File: src/rtl/csa_slice_sequencer.sv
// csa_slice_sequencer: WIDTH-bit adder that reuses one 2-bit carry-select slice,
// producing two result bits per cycle behind valid/ready handshakes.
module csa_slice_sequencer #(
    parameter int WIDTH = 16,
    localparam int NSLICE = WIDTH / 2,
    localparam int IW = (NSLICE > 1) ? $clog2(NSLICE) : 1
) (
    input  logic             clk,
    input  logic             rst,
    input  logic             in_valid,
    output logic             in_ready,
    input  logic [WIDTH-1:0] a,
    input  logic [WIDTH-1:0] b,
    input  logic             cin,
    output logic             out_valid,
    input  logic             out_ready,
    output logic [WIDTH-1:0] sum,
    output logic             cout,
    output logic             busy,
    output logic [IW-1:0]    slice_idx
);
    typedef enum logic [1:0] {IDLE, RUN, DONE} state_t;
    state_t state_q, state_d;
    logic [WIDTH-1:0] a_q, a_d, b_q, b_d, sum_q, sum_d;
    logic carry_q, carry_d, cout_q, cout_d, busy_q, busy_d;
    logic [IW-1:0] idx_q, idx_d;
    logic [IW:0] base;
    logic [1:0] pa, pb;
    logic [2:0] cand0, cand1, sel;
    logic last;
    always_comb begin
        base = {idx_q, 1'b0};
        pa = a_q[base +: 2];
        pb = b_q[base +: 2];
        // both carry-in candidates are formed every cycle; the running carry picks one
        cand0 = {1'b0, pa} + {1'b0, pb};
        cand1 = cand0 + 3'd1;
        sel = carry_q ? cand1 : cand0;
        last = idx_q == IW'(NSLICE - 1);
        state_d = state_q;
        a_d = a_q;
        b_d = b_q;
        sum_d = sum_q;
        carry_d = carry_q;
        cout_d = cout_q;
        idx_d = idx_q;
        case (state_q)
            IDLE: if (in_valid) begin
                a_d = a;
                b_d = b;
                carry_d = cin;
                sum_d = '0;
                idx_d = '0;
                state_d = RUN;
            end
            RUN: begin
                sum_d[base +: 2] = sel[1:0];
                carry_d = sel[2];
                idx_d = last ? '0 : idx_q + 1'b1;
                if (last) begin
                    cout_d = sel[2];
                    state_d = DONE;
                end
            end
            DONE: if (out_ready) state_d = IDLE;
            default: state_d = IDLE;
        endcase
        busy_d = state_d != IDLE;
    end
    always_ff @(posedge clk) begin
        if (rst) begin
            state_q <= IDLE;
            a_q <= '0;
            b_q <= '0;
            sum_q <= '0;
            carry_q <= 1'b0;
            cout_q <= 1'b0;
            busy_q <= 1'b0;
            idx_q <= '0;
        end else begin
            state_q <= state_d;
            a_q <= a_d;
            b_q <= b_d;
            sum_q <= sum_d;
            carry_q <= carry_d;
            cout_q <= cout_d;
            busy_q <= busy_d;
            idx_q <= idx_d;
        end
    end
    assign in_ready = state_q == IDLE;
    assign out_valid = state_q == DONE;
    assign sum = sum_q;
    assign cout = cout_q;
    assign busy = busy_q;
    assign slice_idx = idx_q;
endmodule
File: config.mk
export PLATFORM = sky130hd
export DESIGN_NAME = csa_slice_sequencer
export DESIGN_NICKNAME = d
export VERILOG_FILES = /design/src/rtl/csa_slice_sequencer.sv
export SDC_FILE = /design/constraint.sdc
export NUM_CORES = 1
export LEC_CHECK = 0
export ABC_AREA = 1
export CORE_ASPECT_RATIO = 1.2
export CORE_MARGIN = 3
export CORE_UTILIZATION = 50
export CTS_CLUSTER_SIZE = 30
export DETAILED_ROUTE_END_ITERATION = 8
export HOLD_SLACK_MARGIN = 0.02
export PLACE_DENSITY = 0.87
export SETUP_SLACK_MARGIN = 0.1
export SLEW_MARGIN = 20
export SYNTH_ARGS = -nofsm -noshare
export SYNTH_HDL_FRONTEND = slang
export SYNTH_SLANG_ARGS = --single-unit
File: constraint.sdc
create_clock -name clk -period 7.2 [get_ports clk]
set_input_delay 1.44 -clock clk [delete_from_list [all_inputs] [get_ports clk]]
set_output_delay 1.44 -clock clk [all_outputs]
set_load 0.005 [all_outputs]
==> results.md, run 1 <==
- Cell family contributing the most delay on the critical path: flip-flops
- Yosys reg bits: 56
- Setup tns final: 0 ns
- Post-CTS Repair Setup Buffers: 0
- Number of flops mapped to enable cells by yosys: 0
- Slew Viols, Final: 0
- CP Class: register to output pin
- Launch point of the worst path: slice_idx[0]
- Gpl congestion: 0.850
- # port buffers: 59
- Post-DP HPWL: 4240 µm
- Fin Hold WS: 0.468 ns
- Cell taking the most area after synthesis: dfxtp_1
- Yosys cell types: 26
- Root Buffer: clkbuf_8
- PwrDens: 207 nW/µm²
- Initial antenna violation count: 0
- RSZ-0062 raised after global routing: no
- Multi-input logic area: 1290 µm²
- Final worst path period need: 3.06 ns
- Final hold vios: 0
- Antenna Cells: 0
- Largest net degree at the start of global routing: 56
- Area after DPL: 3140 µm²
- Hold_sp: a_q[4]
- Post-Route WL: 5730 µm
- Proportion of layout cells with a drive suffix above 1: 5.53%
- Slowest cell delay on critical path: 0.68 ns
- Nets@finish: 459
- Max transition margin: 36.0%
- Top Metal Used: met4
- M1 WL: 2490 µm
- Storage cell area: 1120 µm²
- Total core area: 4970 µm²
- Tcrit/Tclk final: 42.5%
- GRT overflow: 0
- CTS tree: yes
- Initial drt markers: 165
- Internal power: 0.497 mW
- Switching Share: 26.5%
- Commonest cells in the netlist: nand2_1 (126), dfxtp_1 (56), a21oi_1 (55)
- Clock power share: 32.5%
- Final Power: 0.676 mW
- Max Freq: 327 MHz
- Buffers & Inverters on Critical Path: 1
- Static Leak: 1.23 nW
- Die height: 84.8 µm
- Slew @ Worst Pin: 0.959 ns
- Post_cts resized: 0
- Crit. End Element: output pin
- DIE AREA: 6080 µm²
- Most used DFF post-synth: dfxtp_1
- Reg clk slew, reported paths: 0.10 ns
- Vias in the first global route: 2292
- GRT Total Usage: 19.9%
- Final Skew: 0.00948 ns
- Finished Core Util: 65.7%
- Register area share after synthesis: 43.3%
- Routed met2 length: 2940 µm
- Post-synth ARST share: 0%
- Row count: 28
- Max VDD drop: 167 µV
- Antenna Violating Nets Remaining: 0
- Worst-skew pair later-pin latency: 0.31 ns
- Die Span X: 71.7 µm
- CP Cell Sequence: clkdlybuf4s50_1
- Combinational share of power: 18.0%
- Starting Density: 52.0%
- Area delta synth->final: 26.4%
- Yosys top cell area share: 43.3%
- Fillers: 446
- Routed len/inst: 12.0 µm
- Max Cap Viol: 0
- CP required: 5.76 ns
- Synth Cell Area: 2590 µm²
- Largest fanout on the critical path: 19
- CTS Buf Count: 5
- Met3 wire len: 229 µm
- Hold_buf cts: 0
- Num Clock Sinks: 56
- Class of the worst hold path: register to register
- Drt via density: 5.18
- Mean post-synth cell area: 7.03 µm²
- Reg2reg start: slice_idx[0]
- Net switching power: 0.179 mW
- Setup violations, final: 0
- Ports: 60
- Gate Count Post-Synth: 368
- Area contributors post-synth: dfxtp_1 (43%), nand2_1 (18%), a21oi_1 (11%)
- First-pass GRT wire length: 9870 µm
- Worst endpoint data arrival time: 1.62 ns
- Seq pwr share: 49.5%
- Top-count cell post-synth: nand2_1
- DRT Pass-1 Iters: 5
- Fin area: 3270 µm²
- Syn Nets: 412
- H-tree depth: 2
- Synth Warn #: 0
- Crit path max-delay cell type: dfxtp_1
- Run status: complete, no violations
- Routed vias: 2464
- CP Launch Type: register
- Clk buf depth: 2
- Post-route DRC: 0
-- flip-flops by register name, indices dropped and copies added (netlist names) --
signal / count
busy: 1
state_q: 2
slice_idx: 3
b_q: 16
sum: 16
cout: 1
carry_q: 1
a_q: 16
-- through the flow --
stage	std cells	setup WS, ns
2_1_floorplan	368	4.61
3_3_place_gp	468	4.16
3_5_place_dp	468	4.13
4_1_cts	476	4.11
5_1_grt	476	3.76
6_report	476	4.14
-- layer usage --
metal | up-vias | track usage [%]
met3 | 8 | 4.43
met5 | - | 0
met4 | 0 | 7.35
met2 | 56 | 36.5
met1 | 1109 | 21.9
li1 | 1291 | -
-- layout make-up --
class | count | share of cell area, %
Multi-Input combinational cell | 276 | 39.6
Sequential cell | 56 | 34.3
Timing Repair Buffer | 60 | 18.1
Clock buffer | 7 | 2.95
Tap cell | 60 | 2.30
Inverter | 16 | 1.84
Clock inverter | 1 | 0.918
-- cell usage in the layout, fill, tap and decap left out, types with 5 or more instances in the layout --
| cell type | instances |
|---|---|
| clkdlybuf4s50_1 | 58 |
| o22ai_1 | 6 |
| dfxtp_1 | 56 |
| inv_1 | 11 |
| nand3_1 | 20 |
| clkbuf_8 | 7 |
| nor2_1 | 30 |
| ha_1 | 6 |
| inv_2 | 5 |
| nand2_1 | 126 |
| o21ai_0 | 18 |
| a21oi_1 | 55 |
-- cells by family (layout without fill, tap and decap cells) --
| family | after synthesis | in the layout | share of synthesized area, % |
|---|---|---|---|
| compound gates | 84 | 84 | 16.9 |
| xor+xnor | 1 | 1 | 0.629 |
| fa+ha+maj | 7 | 7 | 3.68 |
| simple gates | 184 | 184 | 28.8 |
| flops | 56 | 56 | 43.3 |
| buf+inv | 36 | 84 | 6.63 |
-- power groups by stage --
stage,clock (mW),sequential [mW],combinational (mW)
2_1_floorplan,0,0.337,0.0860
3_3_place_gp,0,0.342,0.118
3_5_place_dp,0,0.342,0.122
4_1_cts,0.226,0.335,0.122
5_1_grt,0.236,0.337,0.137
6_report,0.220,0.335,0.121
-- worst paths after layout --
kind / to / slack [ns] / cells after the start
max: slice_idx[0] / 4.14 / 1
min: a_q[4] / 0.47 / 2
max reg2reg: sum[9] / 4.15 / 14
min reg2reg: a_q[4] / 0.47 / 2
(Power assumes the default switching activity.)
==> run 2: changes to the inputs <==
==> constraint.sdc (replaced) <==
create_clock -name clk -period 3.1 [get_ports clk]
set_input_delay 0.62 -clock clk [delete_from_list [all_inputs] [get_ports clk]]
set_output_delay 0.62 -clock clk [all_outputs]
set_load 0.005 [all_outputs]
==> results.md, run 2 (synthesis results as in run 1) <==
- Run status: complete, no violations
- Proportion of layout cells with a drive suffix above 1: 6.46%
- Commonest non-fill, non-tap cell in the layout: nand2_1
- RSZ-0062 raised after global routing: no
- Drt via density: 5.24
- Final WS setup: 0.411 ns
- Switching Share: 29.0%
- Seq pwr share: 53.6%
- Clk buf depth: 2
- Max VDD drop: 326 µV
- Initial antenna violation count: 0
- Combinational share of power: 20.3%
- CTS tree: yes
- Slew @ Worst Pin: 0.492 ns
- Post_cts resized: 0
- Internal power: 1.03 mW
- Dpl ws: 0.281 ns
- Antenna Cells: 0
- Post-CTS Repair Setup Buffers: 0
- Fin area: 3250 µm²
- Worst endpoint data arrival time: 2.93 ns
- CTS Buf Count: 5
- Largest fanout on the critical path: 25
- Placed cells: 471
- Worst-skew pair later-pin latency: 0.31 ns
- Final hold vios: 0
- Post-Route WL: 5880 µm
- Die height: 84.8 µm
- GRT overflow: 0
- Final Skew: 0.00734 ns
- Static Leak: 1.22 nW
- PwrDens: 445 nW/µm²
- Fin Hold WS: 0.463 ns
- Class of the worst hold path: register to register
- Max transition margin: 67.2%
- Vias in the first global route: 2294
- CP Class: register to register
- Initial drt markers: 172
- Starting Density: 52.0%
- Setup violations, final: 0
- Post-DP HPWL: 4460 µm
- Max Freq: 372 MHz
- Gpl congestion: 0.893
- Area after DPL: 3170 µm²
- Routed vias: 2505
- # port buffers: 59
- Ports: 60
- Fillers: 470
- Setup tns final: 0 ns
- Finished Layout Cells: 478
- Largest net degree at the start of global routing: 34
- Nets@finish: 462
- Most frequent cells in the layout: nand2_1 (126), clkdlybuf4s50_1 (58), a21oi_1 (55), dfxtp_1 (55), nor2_1 (30)
- Final worst path period need: 2.69 ns
- First-pass GRT wire length: 9920 µm
- CP Launch Type: register
- Antenna Violating Nets Remaining: 0
- DRT Pass-1 Iters: 5
- Area delta synth->final: 25.7%
- Root Buffer: clkbuf_8
- Total core area: 4970 µm²
- Net switching power: 0.419 mW
- Clock power share: 26.2%
- Row count: 28
- Final Power: 1.45 mW
- CP required: 3.35 ns
- Slew Viols, Final: 0
- Max Cap Viol: 0
- Routed len/inst: 12.3 µm
- Reg clk slew, reported paths: 0.09 ns
- Finished Core Util: 65.4%
- Num Clock Sinks: 56
- Hold_buf cts: 0
- Post-route DRC: 0
- Crit. End Element: register
- DIE AREA: 6080 µm²
- GRT Total Usage: 20.1%
- H-tree depth: 2
- Tcrit/Tclk final: 86.7%
- Die Span X: 71.7 µm
==> run 2: final timing paths <==
| kind | startpoint | end | slack (ns) | cells after the start |
|---|---|---|---|---|
| setup / recovery | slice_idx[0] | sum[9] | 0.41 | 14 |
| hold / removal | sum[15] | sum[15] | 0.46 | 2 |
| hold reg to reg | sum[15] | sum[15] | 0.46 | 2 |
| setup reg to reg | slice_idx[0] | sum[9] | 0.41 | 14 |
==> run 2: critical path, stage by stage, from the launching register on <==
cell,delay (ns)
dfxtp_1,0.36
inv_2,0.31
o21ai_0,0.13
o22ai_1,0.14
nand2_1,0.08
nand2_1,0.08
ha_1,0.14
inv_1,0.04
fa_1,0.51
inv_1,0.05
ha_1,0.27
nand2_1,0.06
o21ai_2,0.16
nand3_1,0.13
a21oi_1,0.15
==> run 2: routing by layer <==
metal | global-route usage, % | share of wire (%) | vias up
li1 | - | - | 1297
met1 | 22.8 | 40 | 1115
met3 | 3.59 | 5.1 | 18
met4 | 7.86 | 2.5 | 0
met2 | 36.5 | 53 | 75
met5 | 0 | 0 | -
==> run 2: cell type report <==
| cell class | count | area [µm²] | area share, % |
|---|---|---|---|
| Sequential cell | 56 | 1120 | 34.5 |
| Inverter | 16 | 60.1 | 1.85 |
| Clock inverter | 2 | 12.5 | 0.385 |
| Tap cell | 60 | 75.1 | 2.31 |
| Multi-Input combinational cell | 276 | 1300 | 39.9 |
| Clock buffer | 5 | 68.8 | 2.12 |
| Timing Repair Buffer | 63 | 616 | 18.9 |
==> run 2: power groups by stage <==
stage | clock (mW) | combinational [mW] | sequential [mW]
final | 0.378 | 0.293 | 0.774
after global routing | 0.408 | 0.332 | 0.779
after global placement | 0 | 0.282 | 0.790
after CTS | 0.387 | 0.290 | 0.774
after detailed placement | 0 | 0.289 | 0.791
after floorplan | 0 | 0.200 | 0.783
==> patch 1 (config.mk and constraints of run 2) <==
The 3 states of `state_t` get a one-hot encoding in 3 bits.
--- a/src/rtl/csa_slice_sequencer.sv
+++ b/src/rtl/csa_slice_sequencer.sv
@@ -19,7 +19,7 @@
     output logic             busy,
     output logic [IW-1:0]    slice_idx
 );
-    typedef enum logic [1:0] {IDLE, RUN, DONE} state_t;
+    typedef enum logic [2:0] {IDLE = 3'b001, RUN = 3'b010, DONE = 3'b100} state_t;
     state_t state_q, state_d;
     logic [WIDTH-1:0] a_q, a_d, b_q, b_d, sum_q, sum_d;
     logic carry_q, carry_d, cout_q, cout_d, busy_q, busy_d;
Formal check against the unedited RTL: same outputs for any inputs over 10 cycles, from zero or initial values and one cycle with rst high; not proved beyond that.
==> patch 1 against run 2 <==
  * Synthesized area is 3.9% higher
  * Sequential cell count up 1
  * Non-clock buffer count down 1
  * Design area increased by 5.5%
  * Highest routed layer unchanged
  * Power up 15%
  * Routed wire length up 2.5%
  * Worst hold slack got worse by 0.0040 ns
  * Setup slack gained 0.044 ns
  * Combinational power fell by 15%
==> patch 1: results (changes against run 2) <==
stage;metric;value;unit;change
run_status;outcome;finished clean;;unchanged
place;GPL Wtd Cong;0.823;;was 0.893
synth;syn_nets;411;;was 412
detailed_routing;First DRT Iteration DRCs;144;;was 172
synth;synth top area cells;dfxtp_1 42%, nor2_1 13%, o21ai_0 7.3%;;was dfxtp_1 43%, nand2_1 18%, a21oi_1 11%
timing;f_max;378;MHz;was 372 MHz
critical_path;Critical Path Sink;sum[3];;was sum[9]
place;dpl hpwl;4230;microns;was 4460 microns
synth;most frequent cells after synthesis;95 x nor2_1, 57 x dfxtp_1, 39 x o21ai_0;;was 126 x nand2_1, 56 x dfxtp_1, 55 x a21oi_1
place;dpl cell area;3250;sq um;was 3170 sq um
layout;final net count;464;;was 462
place;placed cells;469;;was 471
detailed_routing;Via density;5.20;;was 5.24
grt;pin count of the biggest net entering global routing;49;;was 34
grt;first-pass GRT wire length;10000;microns;was 9920 microns
layout;layout cells sized above 1;9.18;%;was 6.46%
synth;cells after synthesis;367;;was 368
grt;gr usage total;20.5;%;was 20.1%
clock_network;worst skew pair latency;0.34;ns;was 0.31 ns
timing;Worst slew margin;47.2;%;was 67.2%
detailed_routing;drt first pass iters;4;;was 5
grt;vias in the first global route;2298;;was 2,294
clock_network;CTS Buf Count;9;;was 5
timing;Setup Skew;0.00616;ns;was 0.00734 ns
critical_path;R2R Setup Slk;0.46;ns;was 0.41 ns
pwr;VDD IR max;287;uV;was 326 uV
hold_path;hold path startpoint;sum[14];;was sum[15]
timing;hold_ws;0.459;ns;was 0.463 ns
synth;post-synthesis cell type count;29;;was 26
detailed_routing;DR vias;2522;;was 2,505
clock_network;Reg clk slew, reported paths;0.06;ns;was 0.09 ns
critical_path;Critical Path AT;2.91;ns;was 2.93 ns
critical_path;worst-path maximum fanout;23;;was 25
synth;sequential fraction of the synthesis area;42.5;%;was 43.3%
pwr;leakage power;1.34;nW;was 1.22 nW
==> patch 1: worst reg2reg max path, stage by stage (launching register included) <==
cell and delay (ns):
dfxtp_2 0.41, inv_4 0.23, o21ai_0 0.12, o22ai_1 0.12, nand2_1 0.07, nand2_1 0.09
ha_1 0.14, inv_1 0.04, fa_1 0.52, inv_1 0.05, ha_1 0.26, nand2_1 0.07
o21ai_2 0.17, nand3_1 0.13, a21oi_1 0.17
==> patch 1: where the power goes <==
group | total, W | internal [W] | leakage [nW] | switching, W
Sequential | 0.000806 | 0.000777 | 0.468 | 0.0000291
Clock | 0.000609 | 0.000330 | 0.0932 | 0.000280
Combinational | 0.000249 | 0.000109 | 0.778 | 0.000140
==> patch 1: area by class of cell <==
| class | count | area, sq um | share of cell area (%) |
|---|---|---|---|
| repair buffers | 62 | 613 | 17.9 |
| inverters | 20 | 77.6 | 2.26 |
| well taps | 60 | 75.1 | 2.19 |
| flip-flops and latches | 57 | 1140 | 33.3 |
| clock buffers | 13 | 159 | 4.63 |
| multi-input cells | 270 | 1350 | 39.3 |
| clock inverters | 3 | 15.0 | 0.438 |
==> patch 1: timing repair <==
item	in CTS	in global routing
endpoints found under the hold margin	0	0
setup endpoints to repair	0	9
hold buffers	0	0
gates resized for setup	0	5
==> patch 1: cells by family after synthesis <==
logic type,after synthesis,share of synthesized area (%)
and+or+nand+nor,176,28.4
AOI/OAI and AO/OA,86,17.5
DFF,57,42.5
buffers and inverters,40,7.54
adders and majority gates,7,3.54
xor gates and xnor gates,1,0.605
==> patch 1: routing by layer <==
layer	share of wire [%]	global-route usage, %	vias up	wire length, microns
met4	2.1	10.4	0	124
li1	-	-	1319	-
met5	0	0	-	0
met1	43	22.5	1113	2570
met3	4.7	5.45	13	285
met2	51	35.9	77	3040
==> patch 2 (flow settings as in run 2) <==
Made on the original files. The parameter `WIDTH` goes from 16 to 8.
--- a/src/rtl/csa_slice_sequencer.sv
+++ b/src/rtl/csa_slice_sequencer.sv
@@ -1,7 +1,7 @@
 // csa_slice_sequencer: WIDTH-bit adder that reuses one 2-bit carry-select slice,
 // producing two result bits per cycle behind valid/ready handshakes.
 module csa_slice_sequencer #(
-    parameter int WIDTH = 16,
+    parameter int WIDTH = 8,
     localparam int NSLICE = WIDTH / 2,
     localparam int IW = (NSLICE > 1) ? $clog2(NSLICE) : 1
 ) (
Interface: changed (resized a, b, slice_idx and sum); port bits go from 60 to 35. No check against the original RTL was run, so the function may have changed too.
==> patch 2 against run 2 <==
  * Sequential share of layout area is 1.6 points lower
  * Design area is 42% lower
  * Count of clock-buffer cells in the layout is 2 higher
  * Routed wire length is 45% lower
  * Power is 39% lower
  * Sequential cell count is 25 lower
  * Synthesized area is 42% lower
  * Clock skew hardly changed
  * Setup slack better by 0.25 ns
==> patch 2: results (changes against run 2) <==
stage;metric;value;unit;change
detailed_routing;routed length per placed instance;11.7;microns;was 12.3 microns
place;port bufs;34;;was 59
critical_path;Slowest-stage cell, CP;dfxtp_1;;was fa_1
synth;sequential fraction of the synthesis area;41.4;%;was 43.3%
grt;gr usage total;19.4;%;was 20.1%
clock_network;Clock Tree Buf Depth;2;;unchanged
detailed_routing;DRT met1 WL;1350;microns;was 2330 microns
detailed_routing;First DRT Iteration DRCs;36;;was 172
run_status;outcome;finished clean;;unchanged
pwr;VDD IR max;314;uV;was 326 uV
detailed_routing;Via density;5.13;;was 5.24
detailed_routing;drt first pass iters;4;;was 5
critical_path;R2R cell count;12;;was 14
critical_path;Critical Path AT;2.70;ns;was 2.93 ns
layout;layout cells sized above 1;6.64;%;was 6.46%
layout;ANT cells;0;;unchanged
pwr;leakage power;0.795;nW;was 1.22 nW
critical_path;Top Family by Delay on Critical Path;adder cells;;unchanged
clock_network;worst skew pair latency;0.33;ns;was 0.31 ns
synth;syn_nets;234;;was 412
clock_network;CTS Root Cell;clkbuf_4;;was clkbuf_8
place;dpl hpwl;2400;microns;was 4460 microns
layout;final net count;268;;was 462
detailed_routing;met3 routed WL;218;microns;was 299 microns
synth;most frequent cells after synthesis;48 x nor2_1, 31 x dfxtp_1, 28 x o21ai_0;;was 126 x nand2_1, 56 x dfxtp_1, 55 x a21oi_1
grt;pin count of the biggest net entering global routing;28;;was 34
hold_path;HP Class;reg2reg;;unchanged
critical_path;Worst R2R End;sum[3];;was sum[9]
critical_path;start point of the critical path;slice_idx[1];;was slice_idx[0]
synth;post-synthesis cell type count;25;;was 26
detailed_routing;wire length on met2;1610;microns;was 3100 microns
timing;worst slew pin tran;0.520;ns;was 0.492 ns
synth;synth top area cells;dfxtp_1 41%, nor2_1 12%, o21ai_0 9.3%;;was dfxtp_1 43%, nand2_1 18%, a21oi_1 11%
hold_path;hold path startpoint;sum[6];;was sum[15]
clock_network;Setup Buffers After CTS;0;;unchanged
place;GPL Wtd Cong;0.909;;was 0.893
critical_path;worst-path maximum fanout;9;;was 25
grt;first-pass GRT wire length;5680;microns;was 9920 microns
timing;Setup Skew;0.00718;ns;was 0.00734 ns
critical_path;R2R Setup Slk;0.66;ns;was 0.41 ns
critical_path;slowest stage delay, CP;0.47;ns;was 0.51 ns
[patch 2: cell count changes in the layout (fill, tap and decap cells not counted), sizes merged, moves of 3 or more]
cell	change
buf	-4
inv	+3
nor2	+18
nand3	-8
dfxtp	-25
clkdlybuf4s50	-24
a21oi	-43
nand2	-101
o21ai	+11
[patch 2: worst min-delay path, cell delays in order, from the launching register on]
cell and delay [ns]:
dfxtp_1 0.32, nand3_1 0.07, a21oi_1 0.05
[patch 2: area by class of cell]
class	count	area [sq um]
clock inverter	1	5.00
inverter	19	73.8
tap	34	42.5
sequential	31	621
fill	271	951
timing repair buffer	35	348
clock buffer	7	45.0
multi-input combinational	148	752
[patch 2: per-stage QoR]
stage	instances	total power, W	setup slack [ns]	cell area (sq um)	hold slack, ns
finish	275	0.000880	0.663	1890	0.486
floorplan	206	0.000593	0.715	1500	0.449
CTS	275	0.000882	0.686	1890	0.491
global route	275	0.000928	0.405	1890	0.519
global placement	267	0.000656	0.824	1840	0.462
detailed placement	267	0.000667	0.696	1840	0.479
[patch 2: logic make-up after synthesis]
logic type      share of synthesized area, %
simple gates                            27.4
compound gates                          16.3
flops                                   41.4
buf+inv                                 8.51
fa+ha+maj                               6.34
[patch 2: worst min-delay path by stage]
stage	end	slack, ns	depth (start not counted)
2_1_floorplan	b_q[4]	0.45	2
3_3_place_gp	a_q[4]	0.46	2
3_5_place_dp	a_q[7]	0.48	2
4_1_cts	sum[6]	0.49	2
5_1_grt	sum[3]	0.52	2
6_report	sum[6]	0.49	2
[patch 2: power by group]
| part | leakage, nW | internal, W | total (W) | switching (W) |
|---|---|---|---|---|
| logic | 0.511 | 0.0000969 | 0.000215 | 0.000118 |
| clock network | 0.0293 | 0.0000882 | 0.000222 | 0.000133 |
| registers | 0.255 | 0.000425 | 0.000443 | 0.0000174 |
| total | 0.795 | 0.000611 | 0.000880 | 0.000269 |
[patch 2: metal layers]
layer  track usage (%)  vias up
li1                  -      737
met1              21.6      624
met2              34.1       43
met3              6.05        6
met4              8.31        0
met5                 0        -
